==> src/rtl/sawtooth_analyzer.sv <==
// -----------------------------------------------------------------------------
// sawtooth_analyzer
//
// Purpose:
//    Measures the period and the peak/trough span of an 8-bit sawtooth sample
//    stream, one sample per enabled clock. A ramp wrap is a fall between
//    consecutive accepted samples that is strictly larger than DROP_THRESHOLD.
//    Each complete ramp is reported with a one-cycle measValid pulse. If no
//    wrap arrives within MAX_PERIOD samples, a sticky noSignal flag is raised.
//
// Parameters:
//    PERIOD_WIDTH   - width of the period counter and of periodOut
//    MAX_PERIOD     - largest reportable period (<= 2**PERIOD_WIDTH-1)
//    DROP_THRESHOLD - exclusive minimum fall that counts as a wrap (< 256)
//
// Ports:
//    clk        in   single clock, rising edge
//    reset      in   synchronous, active-high
//    enable     in   sampleIn is accepted on this edge when high
//    sampleIn   in   8-bit unsigned waveform sample
//    periodOut  out  last measured period, in accepted samples
//    peakOut    out  maximum sample of the last measured period
//    troughOut  out  minimum sample of the last measured period
//    measValid  out  one-cycle pulse when the outputs were updated
//    noSignal   out  sticky: no valid measurement since reset or timeout
// -----------------------------------------------------------------------------
module sawtooth_analyzer #(
   parameter int unsigned PERIOD_WIDTH   = 24,
   parameter int unsigned MAX_PERIOD     = (2 ** 24) - 1,
   parameter int unsigned DROP_THRESHOLD = 64
) (
   input  logic                    clk,
   input  logic                    reset,
   input  logic                    enable,
   input  logic [7:0]              sampleIn,
   output logic [PERIOD_WIDTH-1:0] periodOut,
   output logic [7:0]              peakOut,
   output logic [7:0]              troughOut,
   output logic                    measValid,
   output logic                    noSignal
);

   typedef enum logic [1:0] {
      IDLE,
      SYNC,
      MEASURE
   } state_t;

   state_t                  state_q, state_d;
   logic [PERIOD_WIDTH-1:0] count_q, count_d;
   logic [7:0]              prevSample_q, prevSample_d;
   logic [7:0]              peak_q, peak_d;
   logic [7:0]              trough_q, trough_d;

   // One-cycle staging between the wrap/timeout decision and the outputs
   logic                    pendValid_q, pendValid_d;
   logic                    pendTimeout_q, pendTimeout_d;
   logic [PERIOD_WIDTH-1:0] pendPeriod_q, pendPeriod_d;
   logic [7:0]              pendPeak_q, pendPeak_d;
   logic [7:0]              pendTrough_q, pendTrough_d;

   logic [PERIOD_WIDTH-1:0] periodOut_q;
   logic [7:0]              peakOut_q;
   logic [7:0]              troughOut_q;
   logic                    measValid_q;
   logic                    noSignal_q;

   logic [7:0]              dropAmount;
   logic                    isWrap;
   logic                    isTimeout;

   // The fall is only meaningful when the new sample is below the previous
   // one, so the subtraction is gated to avoid comparing an 8-bit underflow.
   always_comb begin
      dropAmount = 8'd0;
      if (prevSample_q > sampleIn) begin
         dropAmount = prevSample_q - sampleIn;
      end
      isWrap    = (prevSample_q > sampleIn) && (dropAmount > 8'(DROP_THRESHOLD));
      isTimeout = (count_q == PERIOD_WIDTH'(MAX_PERIOD));
   end

   // Next-state logic. Nothing advances unless a sample is accepted. A wrap
   // in MEASURE snapshots the running count/peak/trough into the staging
   // registers before restarting them from the wrap sample, which belongs to
   // the next period. A timeout is only possible on a non-wrap sample and
   // always drops back to SYNC so a fresh ramp is needed before reporting.
   always_comb begin
      state_d       = state_q;
      count_d       = count_q;
      prevSample_d  = prevSample_q;
      peak_d        = peak_q;
      trough_d      = trough_q;
      pendValid_d   = 1'b0;
      pendTimeout_d = 1'b0;
      pendPeriod_d  = pendPeriod_q;
      pendPeak_d    = pendPeak_q;
      pendTrough_d  = pendTrough_q;

      if (enable) begin
         prevSample_d = sampleIn;
         case (state_q)
            IDLE: begin
               state_d = SYNC;
               count_d = PERIOD_WIDTH'(1);
            end
            SYNC: begin
               if (isWrap) begin
                  state_d  = MEASURE;
                  count_d  = PERIOD_WIDTH'(1);
                  peak_d   = sampleIn;
                  trough_d = sampleIn;
               end else if (isTimeout) begin
                  pendTimeout_d = 1'b1;
                  count_d       = PERIOD_WIDTH'(1);
               end else begin
                  count_d = count_q + PERIOD_WIDTH'(1);
               end
            end
            MEASURE: begin
               if (isWrap) begin
                  pendValid_d  = 1'b1;
                  pendPeriod_d = count_q;
                  pendPeak_d   = peak_q;
                  pendTrough_d = trough_q;
                  count_d      = PERIOD_WIDTH'(1);
                  peak_d       = sampleIn;
                  trough_d     = sampleIn;
               end else if (isTimeout) begin
                  pendTimeout_d = 1'b1;
                  state_d       = SYNC;
                  count_d       = PERIOD_WIDTH'(1);
               end else begin
                  count_d = count_q + PERIOD_WIDTH'(1);
                  if (sampleIn > peak_q) begin
                     peak_d = sampleIn;
                  end
                  if (sampleIn < trough_q) begin
                     trough_d = sampleIn;
                  end
               end
            end
            default: begin
               state_d = IDLE;
            end
         endcase
      end
   end

   // State and staging registers. Reset clears the staging flags, which is
   // what drops a measurement that was decided but not yet published.
   always_ff @(posedge clk) begin
      if (reset) begin
         state_q       <= IDLE;
         count_q       <= '0;
         prevSample_q  <= 8'd0;
         peak_q        <= 8'd0;
         trough_q      <= 8'd0;
         pendValid_q   <= 1'b0;
         pendTimeout_q <= 1'b0;
         pendPeriod_q  <= '0;
         pendPeak_q    <= 8'd0;
         pendTrough_q  <= 8'd0;
      end else begin
         state_q       <= state_d;
         count_q       <= count_d;
         prevSample_q  <= prevSample_d;
         peak_q        <= peak_d;
         trough_q      <= trough_d;
         pendValid_q   <= pendValid_d;
         pendTimeout_q <= pendTimeout_d;
         pendPeriod_q  <= pendPeriod_d;
         pendPeak_q    <= pendPeak_d;
         pendTrough_q  <= pendTrough_d;
      end
   end

   // Output stage: publishes the staged result one edge after the decision.
   // This stage runs every cycle, independent of enable, so the pulse is
   // never stretched by a gap in the sample stream.
   always_ff @(posedge clk) begin
      if (reset) begin
         periodOut_q <= '0;
         peakOut_q   <= 8'd0;
         troughOut_q <= 8'd0;
         measValid_q <= 1'b0;
         noSignal_q  <= 1'b1;
      end else begin
         measValid_q <= pendValid_q;
         if (pendValid_q) begin
            periodOut_q <= pendPeriod_q;
            peakOut_q   <= pendPeak_q;
            troughOut_q <= pendTrough_q;
            noSignal_q  <= 1'b0;
         end else if (pendTimeout_q) begin
            noSignal_q  <= 1'b1;
         end
      end
   end

   assign periodOut = periodOut_q;
   assign peakOut   = peakOut_q;
   assign troughOut = troughOut_q;
   assign measValid = measValid_q;
   assign noSignal  = noSignal_q;

endmodule

==> config.mk <==
export PLATFORM = sky130hd
export DESIGN_NAME = sawtooth_analyzer
export DESIGN_NICKNAME = d
export VERILOG_FILES = /design/src/rtl/sawtooth_analyzer.sv
export SDC_FILE = /design/constraint.sdc
export NUM_CORES = 1
export LEC_CHECK = 0
export ABC_AREA = 1
export BUFFER_PORTS_ARGS = -buffer_cell sky130_fd_sc_hd__buf_2
export CAP_MARGIN = 20
export CELL_PAD_IN_SITES_DETAIL_PLACEMENT = 0
export CELL_PAD_IN_SITES_GLOBAL_PLACEMENT = 1
export CORE_UTILIZATION = 44
export DETAILED_ROUTE_END_ITERATION = 16
export HOLD_SLACK_MARGIN = 0.12
export PLACE_DENSITY = 0.87
export SYNTH_ARGS = -nofsm -noshare
export SYNTH_HDL_FRONTEND = slang
export SYNTH_SLANG_ARGS = --single-unit
==> constraint.sdc <==
create_clock -name clk -period 3.2 [get_ports clk]
set_input_delay 0.96 -clock clk [delete_from_list [all_inputs] [get_ports clk]]
set_output_delay 0.96 -clock clk [all_outputs]
set_load 0.01 [all_outputs]
* Word-level counts from Yosys, hierarchy flattened *
Index checks and enable logic that the tools add are counted.

storage, ports and cells
  register bits = 134
  input bits = 11
  output and inout port bits = 42
  word-level logic and storage cells = 67

cells by class
  add/sub/neg operators = 2
  magnitude comparators = 4
  equal/unequal tests = 9
  muxes and demuxes = 21
  bitwise gates (word level) = 3
  reductions and logical operators = 13

operators with widths
  operator                                                                number
  8-bit two-way mux                                                       8
  24-bit two-way mux                                                      2
  24-bit case mux with 2 select lines                                     1
  8-bit case mux with 2 select lines                                      2
  24-bit by 1-bit adder with 24-bit output (second input constant)        1
  24-bit equality test (second input constant)                            1
  8-bit > comparator                                                      2
  5-bit AND reduction                                                     2
  3-bit inequality test (second input constant)                           3
  8-bit by 7-bit > comparator with 1-bit output (second input constant)   1
  8-bit < comparator                                                      1
  8-bit subtractor                                                        1
  2-bit two-way mux                                                       3
  2-bit inequality test (second input constant)                           3
  2-bit case mux with 3 select lines                                      1
  2-bit nonzero test                                                      3
  1-bit two-way mux                                                       4
  4-bit AND reduction                                                     1
  4-bit OR reduction                                                      1
  1-bit inverter                                                          3
  3-bit AND reduction                                                     1
  3-bit OR reduction                                                      1
  2-bit by 1-bit equality test with 1-bit output (second input constant)  1
  2-bit equality test (second input constant)                             1
  other kinds (4)                                                         4

* Logic depth before layout (Yosys ltp) *
  depth after elaboration = 6
  gate-level depth with buffers = 22
  depth with buffers taken out = 20

* Worst setup path after synthesis *
No wires, ideal clock.

  path kind = input to register
  start = in sampleIn[0]
  end = reg trough_q[5]
  setup time = 0.112 ns
  arrival = 2.882 ns
  required time = 3.088 ns
  slack = 0.206 ns
  cell stages on the path = 20
  buffers on the path = 2
  path through = ha_1 -> fa_1 -> inv_1 -> nand3_1 -> nand2_1 -> nand2_1 -> nand3b_1 -> nand2_1 -> inv_1 -> nand2_1 -> nand2_2 -> nand2_2 -> buf_6 -> nand3_2 -> nand2_4 -> nor2_4 -> buf_6 -> nand2_1 -> nand2_1 -> nor2_2

on the way
  word-level cells in the longest chain between the ends = 6
  elaborated cells on any way between the ends = 12
  classes of those cells = 1 x add/sub; 3 x order compare; 3 x eq/ne; 3 x mux; 2 x reduce/logical

RTL lines
  item                                                                                        line        RTL
  start: declaration                                                                          35          input logic [7:0] sampleIn,
  8-bit subtractor or 8-bit > comparator (tied branches)                                      77, 76, 79
  8-bit two-way mux                                                                           76          if (prevSample_q > sampleIn) begin
  8-bit by 7-bit > comparator with 1-bit output                                               79          isWrap = (prevSample_q > sampleIn) && (dropAmount > 8'(DROP_THRESHOLD));
  1-bit logical AND                                                                           79
  3-bit inequality test (no source line), or another cell as far along                        --
  5-bit AND reduction (no source line) or 8-bit case mux with 2 select lines (tied branches)  --
  end signal: assignment                                                                      169         trough_q <= trough_d;
  end: declaration                                                                            53          logic [7:0] trough_q, trough_d;

Several ways; a longest one is shown, not always the timed one.
A chain may end at the register's enable or synchronous reset.

* Worst setup path after layout *
  start = in sampleIn[0]
  end = reg peak_q[5]

on the way
  word-level cells in the longest chain between the ends = 6
  elaborated cells on any way between the ends = 12
  classes of those cells = 1 x add/sub; 3 x order compare; 3 x eq/ne; 3 x mux; 2 x reduce/logical

RTL lines
  item                                                                                        line        RTL
  8-bit subtractor or 8-bit > comparator (tied branches)                                      77, 76, 79
  8-bit two-way mux                                                                           76
  8-bit by 7-bit > comparator with 1-bit output                                               79
  1-bit logical AND                                                                           79
  3-bit inequality test (no source line), or another cell as far along                        --
  5-bit AND reduction (no source line) or 8-bit case mux with 2 select lines (tied branches)  --
  end signal: assignment                                                                      168         peak_q <= peak_d;
  end: declaration                                                                            52          logic [7:0] peak_q, peak_d;

Several ways; a longest one is shown, not always the timed one.

==> flow_summary.json <==
{
  "finClkSkew_ns": 0.00873,
  "power_frac_seq_pct": 41.5,
  "cp_common_cell": "nand2_1",
  "power_density_nw_per_um2": 582,
  "r2r-end": "peak_q[5]$_SDFFE_PP0P_",
  "fp.dieW_um": 120,
  "rsz0062_at_grt": "false",
  "wl_met3_um": 493,
  "row_count": 42,
  "topRoutingLayerUsed": "met4",
  "holdBufCountCts": 0,
  "timing.hold.ws_ns": 0.442,
  "synth-edff-count": 0,
  "power.leakage_nw": 3.05,
  "grt_max_degree": 79,
  "post-cts-setup-buffer-count": 0,
  "first_iter_violations": 372,
  "fin_total_pwr_w": 0.00425,
  "whs_path_depth": 2,
  "cts_made_buffers": 17,
  "drc": 0,
  "worst_slew_pin_slew_ns": 0.678,
  "wl_met1_um": 7630,
  "clk_pin_slew_ns": 0.06,
  "vdd_drop_max_mv": 0.328,
  "setup_ws_ns": 0.375,
  "rrSetupSlack_ns": 0.68,
  "crit_path_top_delay_cell": "fa_1",
  "sw_frac_of_total_pct": 24.9,
  "place_ws_ns": -0.0608,
  "setup_viol": 0,
  "path_class": "in -> reg",
  "grt_pass1_vias": 4756,
  "power.internal_w": 0.00319,
  "clock-root-buffer": "clkbuf_16",
  "finalWeightedCongestion": 0.859,
  "async_flop_share_pct": 0,
  "grt.total_usage_pct": 20.4,
  "core-area_um2": 13500,
  "ys_seq_area_share_pct": 43.5,
  "finalCriticalPeriod_ns": 2.82,
  "netlist_top_cells_area": "dfxtp_1 43%, a21oi_1 10%, nand2_1 7.8%",
  "synth_area_um2": 6170,
  "max_stage_delay_ns": 0.38,
  "die_area_um2": 14500,
  "min_to": "noSignal$_SDFFE_PP1P_",
  "yosys.cell_types.count": 38,
  "cp_max_fo": 11,
  "p_sw_w": 0.00106,
  "critical_path.top_delay_family": "simple AND/OR/NAND/NOR gates",
  "post_route_cells_drive_above_1_share_pct": 16.8,
  "hold_viol_final": 0,
  "power_frac_clock_pct": 47.6,
  "synthCells": 824,
  "syn2layout_area_growth_pct": 18.4,
  "wl_um": 13700,
  "diodes": 0,
  "avgSynthCellArea_um2": 7.49,
  "status": "complete, no violations",
  "drv_slew": 0,
  "layout.nets": 915,
  "vias": 5296,
  "path_cells": "buf_2 > ha_1 > fa_1 > inv_1 > nand3_1 > nand2_1 > nand4_1 > a31oi_1 > nand2_2 > nand2_1 > nand2_4 > nor2_4 > buf_4 > nor2_2 > nor2_1",
  "timing.fmax_mhz": 354,
  "wl_met2_um": 5500,
  "final_cell_area_um2": 7310,
  "yosys_most_used_dff": "dfxtp_1",
  "hold_path_startpoint": "pendTimeout_q$_SDFF_PP0_",
  "grt_overflow_total": 0,
  "start_kind": "input port",
  "dp_hpwl_um": 9460,
  "cp-end-kind": "flop",
  "cts_tree": "built",
  "clockBufferDepth": 2,
  "min_path_type": "reg -> reg",
  "dr.pass1.iters": 5,
  "start_util_pct": 45.9,
  "period_share_pct": 88.3,
  "reg2reg_from": "prevSample_q[0]$_SDFFE_PP0P_",
  "critical_path_required_ns": 3.56,
  "fp.dieH_um": 120,
  "ios": 53,
  "placed_area_um2": 6690,
  "antenna_found_initial": 0,
  "maxCapViolations": 0,
  "antenna_left": 0,
  "clock_latency_ns": 0.42,
  "reg2reg_depth": 15,
  "via_per_inst": 4.98,
  "ys_warn_count": 0,
  "cts.sinks": 134,
  "path_buf_inv": 3,
  "combinationalPowerShare_pct": 10.9,
  "yosys.area.top_type_share_pct": 43.5,
  "drt-wirelength-per-cell_um": 12.9,
  "critPathArrivalTime_ns": 3.18,
  "cts_resized": 0,
  "maxSlewHeadroom_pct": 54.7,
  "grt_pass1_wl_um": 23500,
  "cts-htree-levels": 4,
  "port_buffers": 52,
  "yosysTopAreaCell": "dfxtp_1",
  "synth-seq-cells": 134,
  "syn_nets": 864
}
## flip-flops by register name, indices dropped and copies added (netlist names)
| signal | flops |
|---|---|
| pendTrough_q | 8 |
| prevSample_q | 8 |
| pendValid_q | 1 |
| count_q | 24 |
| noSignal | 1 |
| periodOut | 24 |
| peak_q | 8 |
| trough_q | 8 |
| pendPeak_q | 8 |
| peakOut | 8 |
| troughOut | 8 |
| state_q | 2 |
| measValid | 1 |
| pendTimeout_q | 1 |
| pendPeriod_q | 24 |
## logic make-up after synthesis
| kind of cell | Yosys count | share of synthesized area [%] |
|---|---|---|
| simple gates | 268 | 20.3 |
| fa+ha+maj | 29 | 6.00 |
| flops | 134 | 43.5 |
| xor+xnor | 9 | 1.28 |
| compound gates | 232 | 19.3 |
| buf+inv | 152 | 9.67 |
## worst min-delay path, delay by kind of cell, from the launching register on
family	cells	cell delay, ns
compound gates	1	0.06
flops	1	0.30
simple gates	1	0.05
## cells in the final DEF (no fill, tap or decap), types with 2 or more instances in the layout
master / n
a21oi_1: 126
buf_12: 4
buf_2: 52
buf_4: 19
bufinv_16: 3
clkbuf_1: 2
clkbuf_16: 17
clkbuf_8: 3
clkinvlp_4: 3
dfxtp_1: 133
ha_1: 28
inv_1: 105
inv_2: 3
inv_6: 2
nand2_1: 128
nand2_2: 4
nand3_1: 27
nand3_2: 2
nand3b_1: 7
nand4_1: 14
nor2_1: 42
nor2_2: 24
nor2_4: 2
nor3_1: 10
o2111ai_1: 2
o211ai_1: 2
o21ai_0: 95
o21bai_1: 2
or2_2: 3
xnor2_1: 2
xor2_1: 7
## layer usage
metal	GRT usage, %	vias up
met5	0	-
met4	6.25	0
met2	28.8	104
met3	4.81	7
met1	30.2	2370
li1	-	2815
## how the worst max path moves through the flow
| stage | start | to | depth (start not counted) |
|---|---|---|---|
| final | sampleIn[0] | peak_q[5]$_SDFFE_PP0P_ | 15 |
| after floorplan | sampleIn[0] | trough_q[5]$_SDFFE_PP0P_ | 20 |
| after detailed placement | sampleIn[0] | peak_q[5]$_SDFFE_PP0P_ | 15 |
| after CTS | sampleIn[0] | pendPeriod_q[9]$_SDFFE_PP0P_ | 13 |
| after global placement | sampleIn[0] | peak_q[4]$_SDFFE_PP0P_ | 19 |
| after global routing | sampleIn[0] | peak_q[6]$_SDFFE_PP0P_ | 15 |
## area by class of cell
class,instances,area [um2]
clock buffer,22,474
clock inverter,10,144
fill,1333,6150
inverter,109,409
multi-input combinational,538,2890
sequential,134,2680
tap,176,220
timing repair buffer,75,483
## power groups by stage
stage | clock, W | sequential, W | combinational, W
final | 0.00202 | 0.00177 | 0.000464
after global routing | 0.00213 | 0.00177 | 0.000534
after CTS | 0.00206 | 0.00177 | 0.000466
after detailed placement | 0 | 0.00180 | 0.000462
after global placement | 0 | 0.00180 | 0.000455
after floorplan | 0 | 0.00179 | 0.000348
## per-stage QoR
| stage | utilization (%) | instances | TNS (ns) |
|---|---|---|---|
| after floorplan | - | 824 | 0 |
| after global placement | 49.7 | 1032 | -0.0258 |
| after detailed placement | 49.7 | 1032 | -0.417 |
| after CTS | 54.3 | 1064 | 0 |
| after global routing | 54.3 | 1064 | 0 |
| final | 54.3 | 1064 | 0 |
## cell usage after synthesis (3+ instances only)
cell type / number
inv_1: 106
ha_1: 28
buf_2: 3
xor2_1: 7
dfxtp_1: 134
buf_6: 3
a21oi_1: 126
nor3_1: 10
o21ai_0: 95
nand2_1: 128
or2_2: 3
nand2_2: 4
nand3_1: 27
nor2_2: 24
clkbuf_1: 36
nand4_1: 14
nand3b_1: 7
nor2_1: 42
Note: power is estimated with default switching activity, not from simulation.
